**src/rtl/encoder_step_cmd_if.sv**
```systemverilog
// ============================================================================
// encoder_step_cmd_if : encoder inputs, limit switches and driver command bus
// Rev 1.0 - initial release
// ============================================================================
`default_nettype none

interface encoder_step_cmd_if;
  logic              enc_a;
  logic              enc_b;
  logic              limSUP;
  logic              limINF;
  logic [1:0]        enable;
  logic              direccion;
  logic signed [4:0] pending;
  logic              busy;

  modport master (
    output enc_a, enc_b, limSUP, limINF,
    input  enable, direccion, pending, busy
  );

  modport slave (
    input  enc_a, enc_b, limSUP, limINF,
    output enable, direccion, pending, busy
  );
endinterface

`default_nettype wire

```
**src/rtl/encoder_step_cmd.sv**
```systemverilog
// ============================================================================
// encoder_step_cmd : x1 quadrature decode into a saturating move queue, issued
// one move at a time as a 1-clk start pulse plus direction, paced by a timer.
// Optional debounce filter on both channels: define ENC_DEBOUNCE_EN.
// Rev 1.0 - initial release
// ============================================================================
`default_nettype none

module encoder_step_cmd #(
  parameter int MOVE_TICKS = 1_650_000,
  parameter int PEND_MAX   = 15,
  parameter int DEB_CYCLES = 50_000
) (
  input  logic               clk,
  input  logic               rst,
  encoder_step_cmd_if.slave  enc_bus
);

  localparam int                c_tw         = (MOVE_TICKS > 1) ? $clog2(MOVE_TICKS) : 1;
  localparam logic [c_tw-1:0]   c_timer_load = c_tw'(MOVE_TICKS - 1);
  localparam logic signed [5:0] c_pmax       = 6'(PEND_MAX);
  localparam logic signed [5:0] c_pmin       = -c_pmax;

  typedef enum logic [1:0] {
    S_IDLE  = 2'd0,
    S_ISSUE = 2'd1,
    S_MOVE  = 2'd2
  } state_t;

  // Channel vectors are packed as {B, A}; synchronizers intentionally carry no reset.
  logic [1:0] r_s1;
  logic [1:0] r_s2;
  logic [1:0] w_enc;

  always_ff @(posedge clk) begin
    r_s1 <= {enc_bus.enc_b, enc_bus.enc_a};
    r_s2 <= r_s1;
  end

`ifdef ENC_DEBOUNCE_EN
  localparam int c_dw = (DEB_CYCLES > 1) ? $clog2(DEB_CYCLES + 1) : 1;

  for (genvar ch = 0; ch < 2; ch++) begin : g_deb
    logic            r_filt;
    logic [c_dw-1:0] r_cnt;

    always_ff @(posedge clk) begin
      if (rst) begin
        r_filt <= r_s2[ch];
        r_cnt  <= '0;
      end else if (r_s2[ch] == r_filt) begin
        r_cnt  <= '0;
      end else if (r_cnt == c_dw'(DEB_CYCLES - 1)) begin
        r_filt <= r_s2[ch];
        r_cnt  <= '0;
      end else begin
        r_cnt  <= r_cnt + c_dw'(1);
      end
    end

    assign w_enc[ch] = r_filt;
  end
`else
  // Unfiltered build: the decoder sees the synchronizer outputs directly.
  if (DEB_CYCLES >= 0) begin : g_no_deb
    assign w_enc = r_s2;
  end
`endif

  // Previous-A also loads during reset so that releasing reset never looks like an edge.
  logic r_a_prev;

  always_ff @(posedge clk) begin
    r_a_prev <= w_enc[0];
  end

  logic              w_rise;
  logic signed [5:0] w_enc_delta;

  assign w_rise      = w_enc[0] & ~r_a_prev;
  assign w_enc_delta = !w_rise ? 6'sd0 : (w_enc[1] ? -6'sd1 : 6'sd1);

  state_t            r_state;
  state_t            w_state_nxt;
  logic              r_dir;
  logic              w_dir_nxt;
  logic [c_tw-1:0]   r_timer;
  logic [c_tw-1:0]   w_timer_nxt;
  logic signed [4:0] r_pend;
  logic signed [4:0] w_pend_nxt;
  logic signed [5:0] w_issue_delta;
  logic signed [5:0] w_sum;
  logic              w_discard;
  logic [1:0]        w_enable;

  always_ff @(posedge clk) begin
    if (rst) begin
      r_state <= S_IDLE;
      r_dir   <= 1'b0;
      r_timer <= '0;
      r_pend  <= '0;
    end else begin
      r_state <= w_state_nxt;
      r_dir   <= w_dir_nxt;
      r_timer <= w_timer_nxt;
      r_pend  <= w_pend_nxt;
    end
  end

  always_comb begin
    w_state_nxt   = r_state;
    w_dir_nxt     = r_dir;
    w_timer_nxt   = r_timer;
    w_issue_delta = 6'sd0;
    w_discard     = 1'b0;
    w_enable      = 2'b00;

    case (r_state)
      S_IDLE: begin
        if (r_pend > 0) begin
          if (!enc_bus.limSUP) begin
            w_dir_nxt   = 1'b1;
            w_state_nxt = S_ISSUE;
          end else begin
            w_discard   = 1'b1;
          end
        end else if (r_pend < 0) begin
          if (!enc_bus.limINF) begin
            w_dir_nxt   = 1'b0;
            w_state_nxt = S_ISSUE;
          end else begin
            w_discard   = 1'b1;
          end
        end
      end
      S_ISSUE: begin
        w_enable      = 2'b01;
        w_timer_nxt   = c_timer_load;
        w_state_nxt   = S_MOVE;
        if (r_pend > 0) begin
          w_issue_delta = -6'sd1;
        end else if (r_pend < 0) begin
          w_issue_delta = 6'sd1;
        end
      end
      S_MOVE: begin
        if (r_timer == '0) begin
          w_state_nxt = S_IDLE;
        end else begin
          w_timer_nxt = r_timer - c_tw'(1);
        end
      end
      default: begin
        w_state_nxt = S_IDLE;
      end
    endcase

    // Six bits hold the worst-case unsaturated sum of +/-PEND_MAX +/-1 +/-1.
    w_sum = {r_pend[4], r_pend} + w_enc_delta + w_issue_delta;
    if (w_discard) begin
      w_pend_nxt = '0;
    end else if (w_sum > c_pmax) begin
      w_pend_nxt = c_pmax[4:0];
    end else if (w_sum < c_pmin) begin
      w_pend_nxt = c_pmin[4:0];
    end else begin
      w_pend_nxt = w_sum[4:0];
    end
  end

  assign enc_bus.enable    = w_enable;
  assign enc_bus.direccion = r_dir;
  assign enc_bus.pending   = r_pend;
  assign enc_bus.busy      = (r_state != S_IDLE);

endmodule

`default_nettype wire
```
**src/flat_wrapper.sv**
```systemverilog
// flat-port wrapper written by rule: the top's interface ports become plain ports
module encoder_step_cmd_flat 
#(
  parameter int MOVE_TICKS = 1_650_000,
  parameter int PEND_MAX   = 15,
  parameter int DEB_CYCLES = 50_000
)
  (clk, rst, enc_bus_enc_a, enc_bus_enc_b, enc_bus_limSUP, enc_bus_limINF, enc_bus_enable, enc_bus_direccion, enc_bus_pending, enc_bus_busy);
  encoder_step_cmd_if enc_bus_i ();
  input  logic clk;
  input  logic rst;
  input wire logic [$bits(enc_bus_i.enc_a)-1:0] enc_bus_enc_a;
  input wire logic [$bits(enc_bus_i.enc_b)-1:0] enc_bus_enc_b;
  input wire logic [$bits(enc_bus_i.limSUP)-1:0] enc_bus_limSUP;
  input wire logic [$bits(enc_bus_i.limINF)-1:0] enc_bus_limINF;
  output wire logic [$bits(enc_bus_i.enable)-1:0] enc_bus_enable;
  output wire logic [$bits(enc_bus_i.direccion)-1:0] enc_bus_direccion;
  output wire logic [$bits(enc_bus_i.pending)-1:0] enc_bus_pending;
  output wire logic [$bits(enc_bus_i.busy)-1:0] enc_bus_busy;
  assign enc_bus_i.enc_a = enc_bus_enc_a;
  assign enc_bus_i.enc_b = enc_bus_enc_b;
  assign enc_bus_i.limSUP = enc_bus_limSUP;
  assign enc_bus_i.limINF = enc_bus_limINF;
  assign enc_bus_enable = enc_bus_i.enable;
  assign enc_bus_direccion = enc_bus_i.direccion;
  assign enc_bus_pending = enc_bus_i.pending;
  assign enc_bus_busy = enc_bus_i.busy;
  encoder_step_cmd #(.MOVE_TICKS(MOVE_TICKS), .PEND_MAX(PEND_MAX), .DEB_CYCLES(DEB_CYCLES)) u_core (.clk(clk), .rst(rst), .enc_bus(enc_bus_i));
endmodule
```
**config.mk**
```make
export PLATFORM = sky130hd
export DESIGN_NAME = encoder_step_cmd_flat
export DESIGN_NICKNAME = d
export VERILOG_FILES = /design/src/rtl/encoder_step_cmd_if.sv /design/src/rtl/encoder_step_cmd.sv /design/src/flat_wrapper.sv
export SDC_FILE = /design/constraint.sdc
export NUM_CORES = 1
export LEC_CHECK = 0
export ABC_AREA = 1
export CELL_PAD_IN_SITES_DETAIL_PLACEMENT = 1
export CELL_PAD_IN_SITES_GLOBAL_PLACEMENT = 1
export CORE_MARGIN = 4
export CORE_UTILIZATION = 26
export DETAILED_ROUTE_END_ITERATION = 10
export PLACE_DENSITY_LB_ADDON = 0.1
export REMOVE_ABC_BUFFERS = 1
export SLEW_MARGIN = 10
export SYNTH_ARGS = -nofsm -noshare
export SYNTH_HDL_FRONTEND = slang
export SYNTH_SLANG_ARGS = --single-unit
```
**constraint.sdc**
```tcl
create_clock -name clk -period 6.85 [get_ports clk]
set_input_delay 1.37 -clock clk [delete_from_list [all_inputs] [get_ports clk]]
set_output_delay 1.37 -clock clk [all_outputs]
set_load 0.05 [all_outputs]
```
[Word-level counts from Yosys, hierarchy flattened]
Cells that the tools add are included.
Cells by class
  multiplexer cells: 25
  eq/ne operators: 9
  add/subtract/negate cells: 3
  bitwise gates (word level): 2
  magnitude comparators: 4
  reductions and logical operators: 10
Operators with widths (count)
  case mux 21 bit (2 select lines): 1
  2-to-1 mux 6 bit: 4
  zero test 21 bit: 1
  2-to-1 mux 21 bit: 1
  subtractor 21 x 1 -> 21 bit, second input constant: 1
  adder 6 bit: 2
  2-to-1 mux 1 bit: 11
  2-to-1 mux 2 bit: 5
  AND reduction 4 bit: 2
  > comparator 6 x 5 -> 1 bit, second input constant: 1
  < comparator 6 x 5 -> 1 bit, second input constant: 1
  case mux 2 bit (3 select lines): 1
  nonzero test 2 bit: 3
  > comparator 5 x 1 -> 1 bit, second input constant: 1
  < comparator 5 x 1 -> 1 bit, second input constant: 1
  2-to-1 mux 5 bit: 1
  2-to-1 mux 4 bit: 1
  inequality test 2 x 1 -> 1 bit, second input constant: 2
  inequality test 2 bit, second input constant: 2
  inequality test 3 x 1 -> 1 bit, second input constant: 1
  inequality test 3 x 2 -> 1 bit, second input constant: 1
  inequality test 3 bit, second input constant: 1
  OR reduction 3 bit: 1
  equality test 2 x 1 -> 1 bit, second input constant: 1
  other kinds (6): 6
Storage, ports and cells
  output and inout bits: 9
  logic and storage cells: 61
  register bits: 34
  bits of input ports: 6

[Logic depth before layout (Yosys ltp)]
  word-level depth: 8
  mapped depth: 16
  mapped depth without buffers: 16

[Least setup slack after synthesis]
Ideal clock, no wire load.
  path kind: register -> register
  from: register u_core.r_pend[0], in the netlist u_core.enc_bus.pending[0]
  to: register u_core.r_pend[1], in the netlist u_core.enc_bus.pending[1]
  arrival time: 3.136 ns
  setup time: 0.070 ns
  buffers on the path: 0
  clock period less this slack: 3.206 ns
  required time: 6.780 ns
  stages on the path, launching flop included: 15
  path slack: 3.644 ns
  path through: dfxtp_1 -> inv_1 -> nand3_1 -> nand2_1 -> nor2_1 -> inv_1 -> fa_1 -> inv_1 -> ha_1 -> inv_1 -> fa_1 -> o21ai_1 -> xor2_1 -> nand2_1 -> a21oi_1
Between the ends
  cells in the longest elaborated chain, start to end: 8
  elaborated cells on any way between the ends: 15
  those cells by class: add/sub (2); order compare (4); mux (8); reduce/logical (1)
RTL lines
  start, declared: line encoder_step_cmd.sv:89  | logic signed [4:0] r_pend;
  start signal, assigned: line encoder_step_cmd.sv:106  | r_pend <= w_pend_nxt;
  < comparator 5 x 1 -> 1 bit: line encoder_step_cmd.sv:127, encoder_step_cmd.sv:142
  2-to-1 mux 1 bit: line encoder_step_cmd.sv:142  | end else if (r_pend < 0) begin
  2-to-1 mux 6 bit: line encoder_step_cmd.sv:140  | if (r_pend > 0) begin
  2-to-1 mux 6 bit: line encoder_step_cmd.sv:118  | case (r_state)
  adder 6 bit: line encoder_step_cmd.sv:159  | w_sum = {r_pend[4], r_pend} + w_enc_delta + w_issue_delta;
  < comparator 6 x 5 -> 1 bit: line encoder_step_cmd.sv:164  | end else if (w_sum < c_pmin) begin
  2-to-1 mux 5 bit: line encoder_step_cmd.sv:164
  2-to-1 mux 4 bit: line encoder_step_cmd.sv:162  | end else if (w_sum > c_pmax) begin
Parallel ways exist; a longest one is shown, timed or not.
A chain may end at the register's enable or synchronous reset.

[Final worst setup path]
  from: register u_core.r_state[0]
  to: register u_core.r_pend[3], in the netlist u_core.enc_bus.pending[3]
Between the ends
  cells in the longest elaborated chain, start to end: 6
  elaborated cells on any way between the ends: 10
  those cells by class: add/sub (1); order compare (2); eq/ne (1); mux (4); reduce/logical (2)
RTL lines
  start, declared: line encoder_step_cmd.sv:83  | state_t r_state;
  start signal, assigned: line encoder_step_cmd.sv:103  | r_state <= w_state_nxt;
  equality test 2 x 1 -> 1 bit: line encoder_step_cmd.sv:118
  2-to-1 mux 6 bit: line encoder_step_cmd.sv:118
  adder 6 bit: line encoder_step_cmd.sv:159
  < comparator 6 x 5 -> 1 bit: line encoder_step_cmd.sv:164
  2-to-1 mux 5 bit: line encoder_step_cmd.sv:164
  2-to-1 mux 4 bit: line encoder_step_cmd.sv:162
Parallel ways exist; a longest one is shown, timed or not.

==> out/results.ini <==
[outcome]
status = complete, no violations

[cts]
cts.repair.resized = 0
clk_pin_slew_ps = 70
cts_tree = yes
cts_root_buffer = clkbuf_8
cts-hold-fix-buffers = 0
clock-sinks = 34
cts_buffers = 5
insertion_delay_ps = 290
cts_setup_buffers = 0
cts_buffer_depth = 2
h-tree-depth = 2

[setup_path]
cp.arrival_ps = 3360
crit_slowest_cell = fa_1
cp.required_ps = 7070
crit_type = reg2reg
cpPeakStageDelay_ps = 470
cp_max_fo = 4
worstRegToRegCells = 14
cpMostUsedCell = inv_1
crit_chain = inv_1, nor2_1, inv_1, nor2_1, inv_1, fa_1, inv_1, ha_1, inv_1, fa_1, o21ai_1, xor2_1, nand2_1, a21oi_1
start_kind = register
endpoint_kind = register

[worst_hold_path]
hold_path.class = reg2reg
holdPathStages = 0

[route]
drtIter0Drc = 52
drtPass1Iterations = 4
ant_nets = 0
viasPerCell = 4.59
wl_mm = 5.61
wl_per_cell_microns = 13.5
drc = 0
vias = 1905

[place]
dp_hpwl_mm = 4.40
gp_routability_congestion = 0.731
numPortBuffers = 13

[sta]
maxSlewHeadroom_pct = 66.7
finalSetupTns_ps = 0
clock.fmax_mhz = 319
period_share_pct = 45.8
post-route-min-period_ps = 3140
finalMaxSlewViolations = 0
hold_viol = 0
rsz0062_at_grt = no
fin_skew_ps = 11.5
setup_viol = 0
tightest_slew_ps = 499

[cells_and_area]
layout-drive-gt1-share_pct = 9.27
final_common_cell = nand2_1
area_delta_synth_final_pct = 15.2
final_cell_mix = 80 x nand2_1, 39 x nor2_1, 34 x dfxtp_1
nets = 329
insertedDiodeCount = 0

[synthesis]
synth_async_sr_flop_share_pct = 0
netlist_instances = 297
synth-edff-count = 0
ys_types = 31
synth-seq-cells = 34
synth.avg_cell_area_sq_um = 6.96
seq_area_frac_synth_pct = 32.9
yosysWarnings = 0
synth_area_sq_um = 2070
synth_flop_cell = dfxtp_1

[global_route]
grt_pass1_vias = 1925
grt_pass1_wl_mm = 9.44
antenna_found_initial = 0
grt_max_degree = 23
grt.overflow.total = 0
grtUsageTotal_pct = 12.2

[floorplan]
core-area_sq_um = 7730
start_util_pct = 26.7
core.rowCount = 32
die_h_microns = 97.1
die_area_sq_um = 9440
io_pins = 15
die_w_microns = 97.1

[job]
drv_cap = 0

flip-flops by register name, indices dropped and copies added, names as in the netlist:
register                  flops
u_core.enc_bus.direccion      1
u_core.enc_bus.pending        5
u_core.r_a_prev               1
u_core.r_s1                   2
u_core.r_s2                   2
u_core.r_state                2
u_core.r_timer               21
area by class of cell:
class,count,area (sq um)
Clock buffer,7,86.3
Clock inverter,1,5.00
Fill cell,992,5350
Inverter,32,125
Multi-Input combinational cell,225,1220
Sequential cell,34,681
Tap cell,102,128
Timing Repair Buffer,14,138
critical path: cells and delay by family (launching register included):
family,cells,cell delay [ps]
AO/OA/AOI/OAI,2,390
buffers and inverters,5,440
AND/OR/NAND/NOR,3,620
XOR/XNOR,1,260
adder cells (fa/ha/maj),3,1020
flip-flops,1,330
metal layers:
layer / vias up / GRT usage [%] / share of wire (%)
li1: 970 / - / -
met1: 906 / 16.4 / 51
met2: 23 / 20.4 / 46
met3: 6 / 2.08 / 2.3
met4: 0 / 3.24 / 0.96
met5: - / 0 / 0
Yosys cell counts (2+ instances only):
cell,number,share of area (%)
nand2_2,2,0.61
xor2_1,6,2.5
ha_1,5,3.0
nor2_4,2,1.1
o21ai_0,6,1.5
or2_2,2,0.61
dfxtp_1,34,33
nand3_1,25,6.1
a21oi_2,7,3.0
inv_1,30,5.5
nor2_1,39,7.1
nand2_1,80,15
clkbuf_1,2,0.36
nor2_2,4,1.2
nand4_1,6,1.8
o21bai_1,2,0.73
a21oi_1,22,5.3
fa_1,6,5.8
buf_4,2,0.73
xnor2_1,2,0.85
nand3b_1,3,1.1
kinds of logic (layout without fill, tap and decap cells):
family	after synthesis	count (layout)	synth area share [%]
and+or+nand+nor	166	166	35.4
AOI/OAI and AO/OA	39	39	11.1
buffers and inverters	38	54	8.12
DFF	34	34	32.9
adders and majority gates	11	11	8.84
xor gates and xnor gates	8	8	3.39
other	1	1	0.182
final timing paths:
check | to | slack [ps] | startpoint
worst max-delay path | u_core.enc_bus.pending[3] | 3710 | u_core.r_state[0]
worst min register to register | u_core.r_s2[0] | 330 | u_core.r_s1[0]
worst min-delay path | u_core.r_s2[0] | 330 | u_core.r_s1[0]
worst max register to register | u_core.enc_bus.pending[3] | 3710 | u_core.r_state[0]
through the flow:
step | setup WS, ps | hold WS (ps) | instance area, sq um | cells | utilization [%]
after floorplan | 3290 | 310 | 2020 | 291 | -
after global placement | 3710 | 312 | 2290 | 407 | 29.6
after detailed placement | 3700 | 314 | 2290 | 407 | 29.6
after CTS | 3680 | 331 | 2380 | 415 | 30.8
after global routing | 3400 | 349 | 2380 | 415 | 30.8
final | 3710 | 328 | 2380 | 415 | 30.8
Power is left out: the tool's default activity adds up to more than one toggle a clock period on the data nets, which glitch-free logic cannot reach.
